## src/rtl/mem_stack_sequencer_if.sv

```systemverilog
// mem_stack_sequencer_if: decode-side request and memory-side control bundle for the stack sequencer
interface mem_stack_sequencer_if #(parameter int STACK_DEPTH = 256);
  localparam int W = $clog2(STACK_DEPTH + 1);
  logic         i_start;
  logic [1:0]   i_op;
  logic         i_halt;
  logic         o_busy;
  logic         o_done;
  logic         o_err;
  logic [W-1:0] o_depth;
  logic         o_stackSel;
  logic         o_ctrlSpNEn;
  logic         o_ctrlSpUp;
  logic         o_ctrlRamNWE;
  logic         o_ctrlRamNOE;
  logic         o_ctrlMemPCToRamN;
  logic         o_ctrlPCLoadN;
  logic         o_ctrlPCFromImm;
  logic         o_regOE;
  logic         o_regWE;
  modport slave (
    input  i_start, i_op, i_halt,
    output o_busy, o_done, o_err, o_depth, o_stackSel, o_ctrlSpNEn, o_ctrlSpUp,
           o_ctrlRamNWE, o_ctrlRamNOE, o_ctrlMemPCToRamN, o_ctrlPCLoadN,
           o_ctrlPCFromImm, o_regOE, o_regWE
  );
  modport master (
    output i_start, i_op, i_halt,
    input  o_busy, o_done, o_err, o_depth, o_stackSel, o_ctrlSpNEn, o_ctrlSpUp,
           o_ctrlRamNWE, o_ctrlRamNOE, o_ctrlMemPCToRamN, o_ctrlPCLoadN,
           o_ctrlPCFromImm, o_regOE, o_regWE
  );
endinterface

```

## src/rtl/mem_stack_sequencer.sv

```systemverilog
// mem_stack_sequencer: sequences SP steps, stack-RAM strobes and PC loads for PUSH/POP/CALL/RET
module mem_stack_sequencer #(
  parameter int STACK_DEPTH = 256
) (
  input logic                  i_clk,
  input logic                  i_reset,
  mem_stack_sequencer_if.slave bus
);
  localparam int W = $clog2(STACK_DEPTH + 1);
  typedef enum logic [3:0] {
    IDLE, PSH_WR, PSH_SP, POP_SP, POP_RD, CAL_WR, CAL_SP, CAL_JMP, RET_SP, RET_LD, ERR
  } state_t;
  state_t       state_q, state_d, first;
  logic [W-1:0] depth_q, depth_d;
  logic         err_q, err_d;
  logic         go, bad;
  assign go    = state_q == IDLE && bus.i_start && !bus.i_halt;
  assign bad   = bus.i_op[0] ? depth_q == '0 : depth_q == W'(STACK_DEPTH);
  assign first = bus.i_op == 2'b00 ? PSH_WR :
                 bus.i_op == 2'b01 ? POP_SP :
                 bus.i_op == 2'b10 ? CAL_WR : RET_SP;
  // state, depth and sticky error registers
  always_ff @(posedge i_clk or posedge i_reset) begin
    if (i_reset) begin
      state_q <= IDLE;
      depth_q <= '0;
      err_q   <= 1'b0;
    end else begin
      state_q <= state_d;
      depth_q <= depth_d;
      err_q   <= err_d;
    end
  end
  // next state, depth stepping and error capture; everything holds while halted
  always_comb begin
    state_d = state_q;
    depth_d = depth_q;
    err_d   = go ? bad : err_q;
    if (!bus.i_halt) begin
      case (state_q)
        IDLE:    state_d = !bus.i_start ? IDLE : bad ? ERR : first;
        PSH_WR:  state_d = PSH_SP;
        PSH_SP:  begin state_d = IDLE;   depth_d = depth_q + W'(1); end
        POP_SP:  state_d = POP_RD;
        POP_RD:  begin state_d = IDLE;   depth_d = depth_q - W'(1); end
        CAL_WR:  state_d = CAL_SP;
        CAL_SP:  begin state_d = CAL_JMP; depth_d = depth_q + W'(1); end
        CAL_JMP: state_d = IDLE;
        RET_SP:  state_d = RET_LD;
        RET_LD:  begin state_d = IDLE;   depth_d = depth_q - W'(1); end
        default: state_d = IDLE;
      endcase
    end
  end
  // strobes decoded from the current state, all forced inactive while halted
  always_comb begin
    bus.o_busy            = state_q != IDLE;
    bus.o_err             = err_q;
    bus.o_depth           = depth_q;
    bus.o_done            = 1'b0;
    bus.o_stackSel        = 1'b0;
    bus.o_ctrlSpNEn       = 1'b1;
    bus.o_ctrlSpUp        = 1'b0;
    bus.o_ctrlRamNWE      = 1'b1;
    bus.o_ctrlRamNOE      = 1'b1;
    bus.o_ctrlMemPCToRamN = 1'b1;
    bus.o_ctrlPCLoadN     = 1'b1;
    bus.o_ctrlPCFromImm   = 1'b0;
    bus.o_regOE           = 1'b0;
    bus.o_regWE           = 1'b0;
    if (!bus.i_halt) begin
      case (state_q)
        PSH_WR: begin
          bus.o_stackSel   = 1'b1;
          bus.o_regOE      = 1'b1;
          bus.o_ctrlRamNWE = 1'b0;
        end
        PSH_SP, CAL_SP: begin
          bus.o_ctrlSpNEn = 1'b0;
          bus.o_done      = state_q == PSH_SP;
        end
        POP_SP, RET_SP: begin
          bus.o_ctrlSpNEn = 1'b0;
          bus.o_ctrlSpUp  = 1'b1;
        end
        POP_RD: begin
          bus.o_stackSel   = 1'b1;
          bus.o_ctrlRamNOE = 1'b0;
          bus.o_regWE      = 1'b1;
          bus.o_done       = 1'b1;
        end
        CAL_WR: begin
          bus.o_stackSel        = 1'b1;
          bus.o_ctrlMemPCToRamN = 1'b0;
          bus.o_ctrlRamNWE      = 1'b0;
        end
        CAL_JMP: begin
          bus.o_ctrlPCLoadN   = 1'b0;
          bus.o_ctrlPCFromImm = 1'b1;
          bus.o_done          = 1'b1;
        end
        RET_LD: begin
          bus.o_stackSel    = 1'b1;
          bus.o_ctrlRamNOE  = 1'b0;
          bus.o_ctrlPCLoadN = 1'b0;
          bus.o_done        = 1'b1;
        end
        ERR:     bus.o_done = 1'b1;
        default: bus.o_done = 1'b0;
      endcase
    end
  end
endmodule

```

## src/flat_wrapper.sv

```systemverilog
// flat-port wrapper written by rule: the top's interface ports become plain ports
module mem_stack_sequencer_flat 
#(
  parameter int STACK_DEPTH = 256
)
  (i_clk, i_reset, bus_i_start, bus_i_op, bus_i_halt, bus_o_busy, bus_o_done, bus_o_err, bus_o_depth, bus_o_stackSel, bus_o_ctrlSpNEn, bus_o_ctrlSpUp, bus_o_ctrlRamNWE, bus_o_ctrlRamNOE, bus_o_ctrlMemPCToRamN, bus_o_ctrlPCLoadN, bus_o_ctrlPCFromImm, bus_o_regOE, bus_o_regWE);
  mem_stack_sequencer_if #(.STACK_DEPTH(STACK_DEPTH)) bus_i ();
  input logic i_clk;
  input logic i_reset;
  input wire logic [$bits(bus_i.i_start)-1:0] bus_i_start;
  input wire logic [$bits(bus_i.i_op)-1:0] bus_i_op;
  input wire logic [$bits(bus_i.i_halt)-1:0] bus_i_halt;
  output wire logic [$bits(bus_i.o_busy)-1:0] bus_o_busy;
  output wire logic [$bits(bus_i.o_done)-1:0] bus_o_done;
  output wire logic [$bits(bus_i.o_err)-1:0] bus_o_err;
  output wire logic [$bits(bus_i.o_depth)-1:0] bus_o_depth;
  output wire logic [$bits(bus_i.o_stackSel)-1:0] bus_o_stackSel;
  output wire logic [$bits(bus_i.o_ctrlSpNEn)-1:0] bus_o_ctrlSpNEn;
  output wire logic [$bits(bus_i.o_ctrlSpUp)-1:0] bus_o_ctrlSpUp;
  output wire logic [$bits(bus_i.o_ctrlRamNWE)-1:0] bus_o_ctrlRamNWE;
  output wire logic [$bits(bus_i.o_ctrlRamNOE)-1:0] bus_o_ctrlRamNOE;
  output wire logic [$bits(bus_i.o_ctrlMemPCToRamN)-1:0] bus_o_ctrlMemPCToRamN;
  output wire logic [$bits(bus_i.o_ctrlPCLoadN)-1:0] bus_o_ctrlPCLoadN;
  output wire logic [$bits(bus_i.o_ctrlPCFromImm)-1:0] bus_o_ctrlPCFromImm;
  output wire logic [$bits(bus_i.o_regOE)-1:0] bus_o_regOE;
  output wire logic [$bits(bus_i.o_regWE)-1:0] bus_o_regWE;
  assign bus_i.i_start = bus_i_start;
  assign bus_i.i_op = bus_i_op;
  assign bus_i.i_halt = bus_i_halt;
  assign bus_o_busy = bus_i.o_busy;
  assign bus_o_done = bus_i.o_done;
  assign bus_o_err = bus_i.o_err;
  assign bus_o_depth = bus_i.o_depth;
  assign bus_o_stackSel = bus_i.o_stackSel;
  assign bus_o_ctrlSpNEn = bus_i.o_ctrlSpNEn;
  assign bus_o_ctrlSpUp = bus_i.o_ctrlSpUp;
  assign bus_o_ctrlRamNWE = bus_i.o_ctrlRamNWE;
  assign bus_o_ctrlRamNOE = bus_i.o_ctrlRamNOE;
  assign bus_o_ctrlMemPCToRamN = bus_i.o_ctrlMemPCToRamN;
  assign bus_o_ctrlPCLoadN = bus_i.o_ctrlPCLoadN;
  assign bus_o_ctrlPCFromImm = bus_i.o_ctrlPCFromImm;
  assign bus_o_regOE = bus_i.o_regOE;
  assign bus_o_regWE = bus_i.o_regWE;
  mem_stack_sequencer #(.STACK_DEPTH(STACK_DEPTH)) u_core (.i_clk(i_clk), .i_reset(i_reset), .bus(bus_i));
endmodule
```

## config.mk

```make
export PLATFORM = sky130hd
export DESIGN_NAME = mem_stack_sequencer_flat
export DESIGN_NICKNAME = d
export VERILOG_FILES = /design/src/rtl/mem_stack_sequencer_if.sv /design/src/rtl/mem_stack_sequencer.sv /design/src/flat_wrapper.sv
export SDC_FILE = /design/constraint.sdc
export NUM_CORES = 1
export LEC_CHECK = 0
export ABC_AREA = 1
export CAP_MARGIN = 10
export CORE_MARGIN = 2
export CORE_UTILIZATION = 35
export CTS_CLUSTER_DIAMETER = 60
export DETAILED_ROUTE_END_ITERATION = 16
export PLACE_DENSITY = 0.58
export SYNTH_ARGS = -nofsm -noshare
export SYNTH_HDL_FRONTEND = slang
export SYNTH_SLANG_ARGS = --single-unit
```

## constraint.sdc

```tcl
create_clock -name i_clk -period 4.1 [get_ports i_clk]
set_clock_uncertainty 0.15 [all_clocks]
set_input_delay 0.615 -clock i_clk [delete_from_list [all_inputs] [get_ports i_clk]]
set_output_delay 0.615 -clock i_clk [all_outputs]
set_load 0.005 [all_outputs]
```

==> results.cfg, run 1 <==
[worst_setup_path]
arrival_ps = 2380
reg2reg_from = u_core.state_q[0]
cpMaxStageDelayCell = clkdlybuf4s50_1
reg2regPathDepth = 12
cp_cell_sequence = clkdlybuf4s50_1 -> inv_1 -> nand2_1 -> inv_1 -> a31oi_1 -> clkdlybuf4s50_1
worstSetupPathType = in -> out
startpoint_type = input pin
cp-end-kind = output port
worstPathRequired_ps = 3340
crit_path_start = bus_i_halt
max_stage_delay_ps = 650
worstPathMaxFanout = 11

[global_routing]
grt_max_degree = 15
grt_pass1_wl_um = 5110
grt_pass1_vias = 1144
track_usage_pct = 15.6
grt_overflow = 0
antenna_found_initial = 0

[synth]
synth.net_count = 200
async_flop_share_pct = 100
syn_area_um2 = 1240
synth-main-ff-cell = dfrtp_1
ys_ff_latch = 14
yosysTopAreaCell = dfrtp_1
synth-warning-count = 0
synth_cell_type_count = 25
synth_cells = 185
synth_top_area_share_pct = 28.1
synth_edf_count = 0
ys_seq_area_share_pct = 28.1
yosys-top-cells-area = dfrtp_1, nand2_1, ha_1
synth.avg_cell_area_um2 = 6.73

[layout]
syn_to_final_growth_pct = 25.8
diodes = 0
regArea_um2 = 350
layout-drive-gt1-share_pct = 7.51
fill_cells = 337
final_nets = 229
multi_input_area_um2 = 758
fin_area_um2 = 1570
utilization_pct = 46.2

[placed_design]
gp_congestion = 0.836
placed_area_um2 = 1530
detailed_place_hpwl_um = 2380
port_buffers = 27

[route]
dr.pass1.iters = 4
drt_drc_violations_left = 0
routed_wl_um = 2950
drtIter0Drc = 72
num_vias = 1218
drt-vias-per-instance = 4.70
post_drt_wl_per_cell_um = 11.4
route.antenna.remaining_nets = 0

[floorplan]
row_count = 21
die_h_um = 63.6
core-area_um2 = 3390
die_area_um2 = 4050
io_pins = 28
fp.dieW_um = 63.6
start_util_pct = 36.7

[pwr]
p_leak_nw = 0.826
combPwrFrac_pct = 66.4
switchingPower_mw = 0.521
power_density_nw_per_um2 = 711
power_frac_seq_pct = 24.7
fin_total_pwr_mw = 1.11
p_int_mw = 0.592
irDropWorstVdd_mv = 0.322
p_sw_share_pct = 46.8
clockPowerShare_pct = 8.9

[job]
cap_viol_max_count = 0

[clocking]
cts_tree = done
hold_buffers = 0
clock_path_buffers = 2
root_buffer = clkbuf_4
clk_latency_ps = 280
numCtsBuffers = 3
cts_resized = 0
clkTransAtPathRegs_ps = 80
clock-sinks = 14
htree_levels = 1
cts_setup_buffers = 0

[sta]
fmax_mhz = 318
setup_viol = 0
max_slew.worst_pin.slew_ps = 569
max_slew_margin_pct = 62.0
fin_hold_ws_ps = 371
rsz0062_at_grt = false
fin_tns_setup_ps = 0
hold_viol = 0
post-route-period-util_pct = 76.6
slew_viol_final = 0
finalCriticalPeriod_ps = 3140

[min_path]
holdCritPathClass = reg -> reg
whs_path_depth = 1
min_from = u_core.bus.o_depth[0]

[run_status]
status = completed
## cell usage after synthesis, types with 3 or more instances
library cell and n:
a21oi_1 11, dfrtp_1 14, ha_1 8, inv_1 23
nand2_1 67, nand2_4 3, nand3_1 13, nand3b_1 3
nor2_1 17, nor2_2 3, xnor2_1 3
## final timing paths
kind                                         end  slack, ps
setup / recovery               bus_o_ctrlPCLoadN        960
hold / removal             u_core.bus.o_depth[0]        370
setup reg to reg           u_core.bus.o_depth[6]       1610
hold reg to reg            u_core.bus.o_depth[0]        370
max in group asynchronous      u_core.state_q[1]       2890
min in group asynchronous  u_core.bus.o_depth[4]        540
## critical path, delay by kind of cell
kind	cells	cell delay, ps
AO/OA/AOI/OAI	1	140
AND/OR/NAND/NOR	1	140
buffers and inverters	4	1490
## flip-flops by register name (all words and copies together), names as in the netlist
signal / cells
u_core.bus.o_depth: 9
u_core.bus.o_err: 1
u_core.state_q: 4
## per-layer routing
layer	track usage (%)	up-vias	share of wire [%]
met2	26.7	24	49
met4	1.63	0	0.44
met5	0	-	0
met3	3.21	2	2.9
met1	20.9	556	47
li1	-	636	-
## area by class of cell
class	instances	share of cell area (%)
Timing Repair Buffer	27	17.3
Multi-Input combinational cell	143	48.4
Inverter	25	5.99
Tap cell	46	3.67
Sequential cell	14	22.4
Clock buffer	4	2.32
## cell families after synthesis
logic type      after synthesis  synth area share, %
fa+ha+maj                     9                 9.65
buf+inv                      28                 11.0
simple gates                110                 38.9
flops                        14                 28.1
xor+xnor                      5                 3.52
compound gates               19                 8.84
## cell usage in the layout, fill, tap and decap left out, types with 2 or more instances in the layout
| master | synthesis | layout |
|---|---|---|
| nand2_1 | 67 | 67 |
| nand3_1 | 13 | 13 |
| nand3b_1 | 3 | 3 |
| inv_1 | 23 | 23 |
| clkbuf_4 | 0 | 3 |
| inv_2 | 2 | 2 |
| o21ai_0 | 2 | 2 |
| ha_1 | 8 | 8 |
| a21oi_1 | 11 | 11 |
| nor2_1 | 17 | 17 |
| nand2_4 | 3 | 3 |
| o21ai_1 | 2 | 2 |
| xor2_1 | 2 | 2 |
| nor2_2 | 3 | 3 |
| nand2_2 | 2 | 2 |
| xnor2_1 | 3 | 3 |
| clkdlybuf4s50_1 | 0 | 27 |
| dfrtp_1 | 14 | 14 |
## stage by stage
stage	worst slack [ps]	std cells
after CTS	966	259
after global routing	859	259
after global placement	1030	255
after floorplan	1950	185
after detailed placement	969	255
final	958	259
## power by group through the flow
stage               Clock, mW  Combinational (mW)  Sequential (mW)
finish                 0.0990               0.740            0.275
detailed placement          0               0.744            0.277
global placement            0               0.737            0.276
CTS                     0.105               0.748            0.275
global route            0.111               0.843            0.284
floorplan                   0               0.503            0.264
Power figures use the tool's default switching activity.
==> run 2: changes to the inputs <==
PLACE_DENSITY = 0.6   (was 0.58)
clock period = 2.6 ns   (was 4.1 ns; I/O delays follow)
==> run 2 against run 1 <==
Effect of this change: die area stayed put; largest cell class unchanged; via count is 0.57% lower; sequential share of layout area is 0.37 points lower; count of clock-buffer cells in the layout stayed put; cell count is 1.9% higher; sequential power is 60% higher; critical path depth is 1 higher; worst setup slack worse by 800 ps; total power is 60% higher; design area is 3.1% higher; critical path type is now reg -> out.
==> results.cfg, run 2 (same netlist as run 1, synthesis figures left out) <==
[floorplan]
fp.dieW_um = 63.6
io_pins = 28
core-area_um2 = 3390
die_area_um2 = 4050
start_util_pct = 36.7
die_h_um = 63.6
row_count = 21

[global_routing]
grt_pass1_vias = 1073
grt_pass1_wl_um = 4790
antenna_found_initial = 0
track_usage_pct = 14.6
grt_max_degree = 15
grt_overflow = 0

[clocking]
clock-sinks = 14
root_buffer = clkbuf_4
clkTransAtPathRegs_ps = 100
cts_setup_buffers = 0
htree_levels = 1
numCtsBuffers = 3
cts_resized = 0
hold_buffers = 0
clk_latency_ps = 270
cts_tree = done
clock_path_buffers = 2

[sta]
setup_slack_ps = 156
fmax_mhz = 409
finalCriticalPeriod_ps = 2440
hold_viol = 0
max_slew.worst_pin.slew_ps = 550
max_slew_margin_pct = 63.3
rsz0062_at_grt = false
fin_tns_setup_ps = 0
post-route-period-util_pct = 94.0
slew_viol_final = 0
setup_viol = 0
fin_hold_ws_ps = 300

[layout]
regArea_um2 = 355
multi_input_area_um2 = 764
fin_area_um2 = 1620
final_nets = 234
syn_to_final_growth_pct = 29.7
fill_cells = 360
layout-drive-gt1-share_pct = 12.4
diodes = 0
final_cell_mix = nand2_1, clkdlybuf4s50_1, inv_1
largest_reg_flops = 9
layout.cells.most_common = nand2_1

[pwr]
power_density_nw_per_um2 = 1110
irDropWorstVdd_mv = 0.361
p_leak_nw = 0.845
fin_total_pwr_mw = 1.79

[placed_design]
port_buffers = 27
placed_area_um2 = 1570
detailed_place_hpwl_um = 2250
gp_congestion = 0.809
pre_cts_ws_ps = 182

[worst_setup_path]
startpoint_type = register
worstPathMaxFanout = 5
cp-end-kind = output port
worstSetupPathType = reg -> out
worstPathRequired_ps = 2060
arrival_ps = 1900

[job]
cap_viol_max_count = 0

[route]
num_vias = 1211
post_drt_wl_per_cell_um = 10.5
drt-vias-per-instance = 4.59
routed_wl_um = 2770
dr.pass1.iters = 4
drtIter0Drc = 37
route.antenna.remaining_nets = 0
drt_drc_violations_left = 0

[min_path]
holdCritPathClass = in -> async

[run_status]
status = completed
[run 2: cell types whose count changed in the layout (fill, tap and decap cells not counted), sizes merged]
cell  previous run  this run
buf              0         5
[run 2: cell type report]
cell class | count | area share (%)
Multi-Input combinational cell | 143 | 47.3
Sequential cell | 14 | 22.0
Tap cell | 46 | 3.56
Clock buffer | 4 | 2.25
Timing Repair Buffer | 32 | 19.1
Inverter | 25 | 5.81
[run 2: power breakdown]
part,internal (mW),switching (mW)
combinational,0.567,0.620
sequential,0.317,0.124
clock,0.0849,0.0722
total,0.970,0.816
[run 2: final timing paths]
kind / slack, ps / start / cells past startpoint / to
max in group asynchronous: 1590 / i_reset / 2 / u_core.state_q[2]
min in group i_clk: 380 / u_core.bus.o_depth[0] / 1 / u_core.bus.o_depth[0]
min: 300 / i_reset / 2 / u_core.bus.o_depth[2]
max reg2reg: 330 / u_core.state_q[3] / 12 / u_core.bus.o_depth[6]
max: 160 / u_core.state_q[0] / 7 / bus_o_ctrlSpUp
min reg2reg: 380 / u_core.bus.o_depth[0] / 1 / u_core.bus.o_depth[0]
[run 2: metrics by stage]
step,utilization (%),std cells
detailed placement,46.3,260
global route,47.7,264
finish,47.7,264
global placement,46.3,260
CTS,47.3,264
floorplan,-,185
[run 2: metal layers]
metal / routed length, um / global-route usage [%] / vias to the layer above
met1: 1430 / 20.8 / 547
met5: 0 / 0 / -
met3: 61 / 2.14 / 2
li1: - / - / 648
met4: 9 / 1.63 / 0
met2: 1270 / 23.9 / 14
[run 2: worst max-delay path: stages (launching register included)]
cell and delay [ps]:
dfrtp_2 460, nor2_2 150, buf_4 130, inv_1 30
nor2_1 130, inv_1 80, a21oi_2 140, clkdlybuf4s50_1 520
